`src/rtl/crossbar_pkg.sv`:
```
// Shared definitions for the two-master crossbar: arbiter state encoding,
// command values, timeout default and the slave-error signature.
package crossbar_pkg;

    typedef enum logic [1:0] {
        ST_IDLE  = 2'd0,
        ST_ISSUE = 2'd1,
        ST_RWAIT = 2'd2,
        ST_DONE  = 2'd3
    } arb_state_t;

    localparam logic CMD_READ  = 1'b0;
    localparam logic CMD_WRITE = 1'b1;

    localparam logic [31:0] ERR_SIG_BASE           = 32'hDEAD_0000;
    localparam int          DEFAULT_TIMEOUT_CYCLES = 16;

    // Read data returned to a master whose transaction was aborted.
    function automatic logic [31:0] err_signature(input int unsigned num);
        return ERR_SIG_BASE | {16'h0000, num[15:0]};
    endfunction

endpackage

```
`src/rtl/rr_arb2.sv`:
```
// Combinational two-way round-robin pick; on a tie the requester that was
// not granted last wins.
module rr_arb2 (
    input  logic req_0,
    input  logic req_1,
    input  logic last,
    output logic gnt_valid,
    output logic gnt_idx
);

    always_comb begin
        gnt_valid = req_0 | req_1;
        gnt_idx   = (req_0 & req_1) ? ~last : req_1;
    end

endmodule

```
`src/rtl/slave_arbiter.sv`:
```
// Per-slave arbiter for the two-master crossbar. Optional transaction
// timeout is built only when SLAVE_ARB_TIMEOUT_EN is defined.
//
//   state    | meaning
//   ST_IDLE  | sample master requests, grant one round-robin
//   ST_ISSUE | slave req held with payload until ack_i
//   ST_RWAIT | read only: capture rdata_i
//   ST_DONE  | one-cycle ack (and read data) to the granted master
module slave_arbiter
    import crossbar_pkg::*;
#(
    parameter int NUM            = 0,
    parameter int TIMEOUT_CYCLES = DEFAULT_TIMEOUT_CYCLES
) (
    input  logic        clk,
    input  logic        rst,
    input  logic        master_0_req,
    input  logic        master_1_req,
    input  logic        master_0_cmd,
    input  logic        master_1_cmd,
    input  logic [31:0] master_0_addr,
    input  logic [31:0] master_1_addr,
    input  logic [31:0] master_0_wdata,
    input  logic [31:0] master_1_wdata,
    output logic        master_0_ack,
    output logic        master_1_ack,
    output logic [31:0] master_0_rdata,
    output logic [31:0] master_1_rdata,
    output logic        req,
    output logic        cmd,
    output logic [30:0] addr,
    output logic [31:0] wdata,
    input  logic        ack_i,
    input  logic [31:0] rdata_i,
    output logic        err
);

    if (NUM < 0 || TIMEOUT_CYCLES < 2 || TIMEOUT_CYCLES > 255) begin : g_param_check
        $error("slave_arbiter: NUM must be >= 0 and TIMEOUT_CYCLES within 2..255");
    end

    arb_state_t  state_q, state_d;
    logic        last_q, last_d;
    logic        gnt_q, gnt_d;
    logic        req_q, req_d;
    logic        cmd_q, cmd_d;
    logic [30:0] addr_q, addr_d;
    logic [31:0] wdata_q, wdata_d;
    logic [31:0] rdata_q, rdata_d;
    logic        pick_valid;
    logic        pick_idx;
    logic        unused_addr_msb;

`ifdef SLAVE_ARB_TIMEOUT_EN
    localparam logic [31:0] ERR_SIG    = err_signature(NUM);
    localparam logic [7:0]  TIMER_LOAD = 8'(TIMEOUT_CYCLES - 1);

    logic [7:0] timer_q, timer_d;
    logic       abort_q, abort_d;
`endif

    rr_arb2 u_rr_arb2 (
        .req_0     (master_0_req),
        .req_1     (master_1_req),
        .last      (last_q),
        .gnt_valid (pick_valid),
        .gnt_idx   (pick_idx)
    );

    always_comb begin
        state_d = state_q;
        last_d  = last_q;
        gnt_d   = gnt_q;
        req_d   = req_q;
        cmd_d   = cmd_q;
        addr_d  = addr_q;
        wdata_d = wdata_q;
        rdata_d = rdata_q;
`ifdef SLAVE_ARB_TIMEOUT_EN
        timer_d = timer_q;
        abort_d = abort_q;
`endif

        case (state_q)
            ST_IDLE: begin
                if (pick_valid) begin
                    gnt_d   = pick_idx;
                    last_d  = pick_idx;
                    req_d   = 1'b1;
                    cmd_d   = pick_idx ? master_1_cmd : master_0_cmd;
                    addr_d  = pick_idx ? master_1_addr[30:0] : master_0_addr[30:0];
                    wdata_d = pick_idx ? master_1_wdata : master_0_wdata;
                    state_d = ST_ISSUE;
`ifdef SLAVE_ARB_TIMEOUT_EN
                    timer_d = TIMER_LOAD;
`endif
                end
            end

            ST_ISSUE: begin
                // A slave ack in the expiry cycle still completes normally.
                if (ack_i) begin
                    req_d   = 1'b0;
                    cmd_d   = CMD_READ;
                    addr_d  = '0;
                    wdata_d = '0;
                    state_d = (cmd_q == CMD_WRITE) ? ST_DONE : ST_RWAIT;
                end
`ifdef SLAVE_ARB_TIMEOUT_EN
                else if (timer_q == 8'd0) begin
                    req_d   = 1'b0;
                    cmd_d   = CMD_READ;
                    addr_d  = '0;
                    wdata_d = '0;
                    rdata_d = ERR_SIG;
                    abort_d = 1'b1;
                    state_d = ST_DONE;
                end else begin
                    timer_d = timer_q - 8'd1;
                end
`endif
            end

            ST_RWAIT: begin
                rdata_d = rdata_i;
                state_d = ST_DONE;
            end

            ST_DONE: begin
                rdata_d = '0;
                state_d = ST_IDLE;
`ifdef SLAVE_ARB_TIMEOUT_EN
                abort_d = 1'b0;
`endif
            end

            default: state_d = ST_IDLE;
        endcase
    end

    always_ff @(posedge clk) begin
        if (rst) begin
            state_q <= ST_IDLE;
            last_q  <= 1'b1;
            gnt_q   <= 1'b0;
            req_q   <= 1'b0;
            cmd_q   <= 1'b0;
            addr_q  <= '0;
            wdata_q <= '0;
            rdata_q <= '0;
        end else begin
            state_q <= state_d;
            last_q  <= last_d;
            gnt_q   <= gnt_d;
            req_q   <= req_d;
            cmd_q   <= cmd_d;
            addr_q  <= addr_d;
            wdata_q <= wdata_d;
            rdata_q <= rdata_d;
        end
    end

`ifdef SLAVE_ARB_TIMEOUT_EN
    always_ff @(posedge clk) begin
        if (rst) begin
            timer_q <= 8'd0;
            abort_q <= 1'b0;
        end else begin
            timer_q <= timer_d;
            abort_q <= abort_d;
        end
    end
`endif

    always_comb begin
        req            = req_q;
        cmd            = cmd_q;
        addr           = addr_q;
        wdata          = wdata_q;
        master_0_ack   = (state_q == ST_DONE) && (gnt_q == 1'b0);
        master_1_ack   = (state_q == ST_DONE) && (gnt_q == 1'b1);
        master_0_rdata = master_0_ack ? rdata_q : '0;
        master_1_rdata = master_1_ack ? rdata_q : '0;
`ifdef SLAVE_ARB_TIMEOUT_EN
        err            = abort_q;
`else
        err            = 1'b0;
`endif
        // Bit 31 only selected this slave upstream.
        unused_addr_msb = master_0_addr[31] ^ master_1_addr[31];
    end

endmodule

```
`config.mk`:
```
export PLATFORM = sky130hd
export DESIGN_NAME = slave_arbiter
export DESIGN_NICKNAME = d
export VERILOG_FILES = /design/src/rtl/crossbar_pkg.sv /design/src/rtl/rr_arb2.sv /design/src/rtl/slave_arbiter.sv
export SDC_FILE = /design/constraint.sdc
export NUM_CORES = 1
export LEC_CHECK = 0
export ABC_AREA = 1
export BUFFER_PORTS_ARGS = -buffer_cell sky130_fd_sc_hd__buf_2
export CORE_ASPECT_RATIO = 0.75
export CORE_UTILIZATION = 40
export CTS_CLUSTER_DIAMETER = 200
export CTS_CLUSTER_SIZE = 25
export DETAILED_ROUTE_END_ITERATION = 6
export GPL_TIMING_DRIVEN = 0
export PLACE_DENSITY = 0.76
export SETUP_SLACK_MARGIN = 0.2
export SLEW_MARGIN = 0
export SYNTH_ARGS = -nofsm -noshare
export SYNTH_HDL_FRONTEND = slang
export SYNTH_SLANG_ARGS = --single-unit
```
`constraint.sdc`:
```
create_clock -name clk -period 1.78 [get_ports clk]
set_input_delay 0.445 -clock clk [delete_from_list [all_inputs] [get_ports clk]]
set_output_delay 0.445 -clock clk [all_outputs]
set_load 0.02 [all_outputs]
```
==> results.md <==
* Status: complete, but fails checks
* First-pass GRT wire length at 30.7 mm
* Ranking of synthesized cells by area: dfxtp_1 (36%), nand2_1 (9.2%), nand3_2 (9.1%), nand3b_1 (8.7%), a21oi_2 (7.8%)
* M2 GR Usage at 0.443
* Max Clk Rate at 0.497 GHz
* Synth warn at 0
* # DRC at 20
* Chip width at 139 µm
* Maximum VDD drop at 0.000871 V
* Min Clock Period, post-route at 2.01 ns
* Clock-pin slew on the worst setup and hold paths at 0.07 ns
* Htree depth at 3
* Routability cong. at 0.846
* HP Start: rdata_i[6]
* Total global-route track usage at 0.261
* GRT Residual Overflow at 0
* Placed Cells at 1235
* M3 GR Usage at 0.0600
* Worst-path fanout max at 8
* WL/cell at 16.8 µm
* Crit path arrival time at 1.57 ns
* Initial antenna violation count at 1
* Slew Viols, Final at 0
* Ports at 299
* Worst setup path class: flop to primary output
* Number of nets with antenna violations after routing at 0
* Normalized max-slew margin at 0.478
* Final hold vios at 0
* Clk root buf: clkbuf_16
* Reg2reg setup slack at -0.06 ns
* Cell area power density at 1580 nW/µm²
* Reg-to-Reg Start: state_q[0]
* Crit end category: primary output
* Clock Path Buffers at 2
* Leak at 4.64 nW
* Max-cap violations at 0
* Starting Density at 0.410
* Post-route clock period utilization at 1.13
* Post-synth top area share at 0.360
* GR peak layer: met2
* Num CTS Buffers at 9
* Vias in the first global route at 6108
* Largest net degree at the start of global routing at 18
* Hold_buf cts at 0
* DP HPWL at 13.1 mm
* Rows at 37
* Hold Crit Class: primary input to flop
* Iter 0 DRT Violations at 423
* Util after Layout at 0.743
* CTS tree: built
* Die ar. at 14500 µm²
* Final setup margin at -0.231 ns
* Post-Syn Area at 5620 µm²
* Most frequent cells in the layout: buf_2 (242), nand2_1 (102), inv_1 (98), dfxtp_1 (98), buf_6 (74)
* Library cells used by synthesis at 25
* IO Port Bufs at 293
* Synth Net Count at 939
* Flops & latches, synth at 101
* Height of the die at 105 µm
* Worst Skew at 0.00546 ns
* Setup-failing EPs final at 100
* Worst Path Required at 1.33 ns
* CTS sink cnt at 101
* Layout cells sized above 1 at 0.592
* 1st-pass router iterations at 7
* Final #Nets at 1303
* Vias at 6646
* Sequential fraction of the synthesis area at 0.360
* Commonest non-fill, non-tap cell in the layout: buf_2
* RSZ-0062 raised after global routing: true
* Final wirelength at 22.0 mm
* Critical path origin: state_q[1]
* Synth Area per Inst at 7.32 µm²
* Critical path startpoint category: flop
* Grt met1 use at 0.337
* Layout area overhead at 81.3%
* Slew @ Worst Pin at 0.783 ns
* Fin Setup TNS at -10.69 ns
* Violated checks: DRC, setup timing
* Non-Filler Instances at 1311
* Mapped Cells at 767
* Via density per instance at 5.07
* Most area-hungry cell type in the Yosys netlist: dfxtp_1
* Core area at 13700 µm²
* Worst skew pair latency at 0.34 ns
final cells by class:
type / count / area (µm²)
Multi-Input combinational cell: 503 / 3850
Fill cell: 921 / 3520
Timing Repair Buffer: 352 / 2770
Sequential cell: 101 / 2030
Buffer: 59 / 576
Inverter: 105 / 417
Clock buffer: 9 / 225
Tap cell: 175 / 219
Clock inverter: 6 / 93.8
Antenna cell: 1 / 2.50
stage by stage:
step           worst slack, ns  hold slack, ns  cell area (µm²)  total power [mW]
5_1_grt                 -0.278           0.331            10200              16.9
2_1_floorplan            0.174           0.429             5930              7.43
3_3_place_gp           -0.0468           0.449             7620              8.87
4_1_cts                 -0.161           0.318             9180              14.7
3_5_place_dp           -0.0575           0.451             7620              8.99
6_report                -0.231           0.331            10200              16.1
synth_stat cells, drive strengths merged:
master  number
nor3         1
ha           5
a21oi       80
clkbuf      22
clkinv       1
buf         37
nand3b      65
inv        104
nand2      138
nor2       108
conb         1
or2          1
nand3       69
dfxtp      101
o21ai       34
sequential cells by signal, summed over array words and instances (netlist names):
signal,flops
gnt_q,1
rdata_q,32
state_q,2
req,1
last_q,1
wdata,32
cmd,1
addr,31
report_power, final:
group | total [mW] | internal [mW] | switching, mW
Combinational | 10.5 | 5.19 | 5.30
Sequential | 3.49 | 3.02 | 0.474
Clock | 2.15 | 1.24 | 0.910
cells by family after synthesis:
group           Yosys count  share of synthesized area
flops                   101                      0.360
fa+ha+maj                 5                     0.0111
buf+inv                 164                      0.130
compound gates          114                      0.135
simple gates            382                      0.363
other cells               1                   0.000668
worst paths after layout:
| path | to | cells past startpoint |
|---|---|---|
| max reg2reg | wdata[10] | 12 |
| min reg2reg | addr[3] | 2 |
| max | master_0_rdata[16] | 7 |
| min | rdata_q[6] | 3 |
repair_timing:
action / CTS / global route
buffers inserted: 33 / 6
pin swaps: 10 / 25
cloned: 17 / 4
setup endpoints to repair: 132 / 165
resized for setup: 180 / 242
metal layers:
layer  wire length (µm)  part of all wire
met5                  0                 0
met4                361             0.016
met3               1440             0.066
met2              10900              0.49
met1               9300              0.42
critical path: stages (launching register included):
cell and delay (ns):
dfxtp_4 0.37, ha_4 0.16, inv_2 0.05, nor2_4 0.13
inv_6 0.08, clkbuf_8 0.18, nor2_4 0.10, buf_4 0.16
No activity file was read; power rests on OpenSTA's default activity.
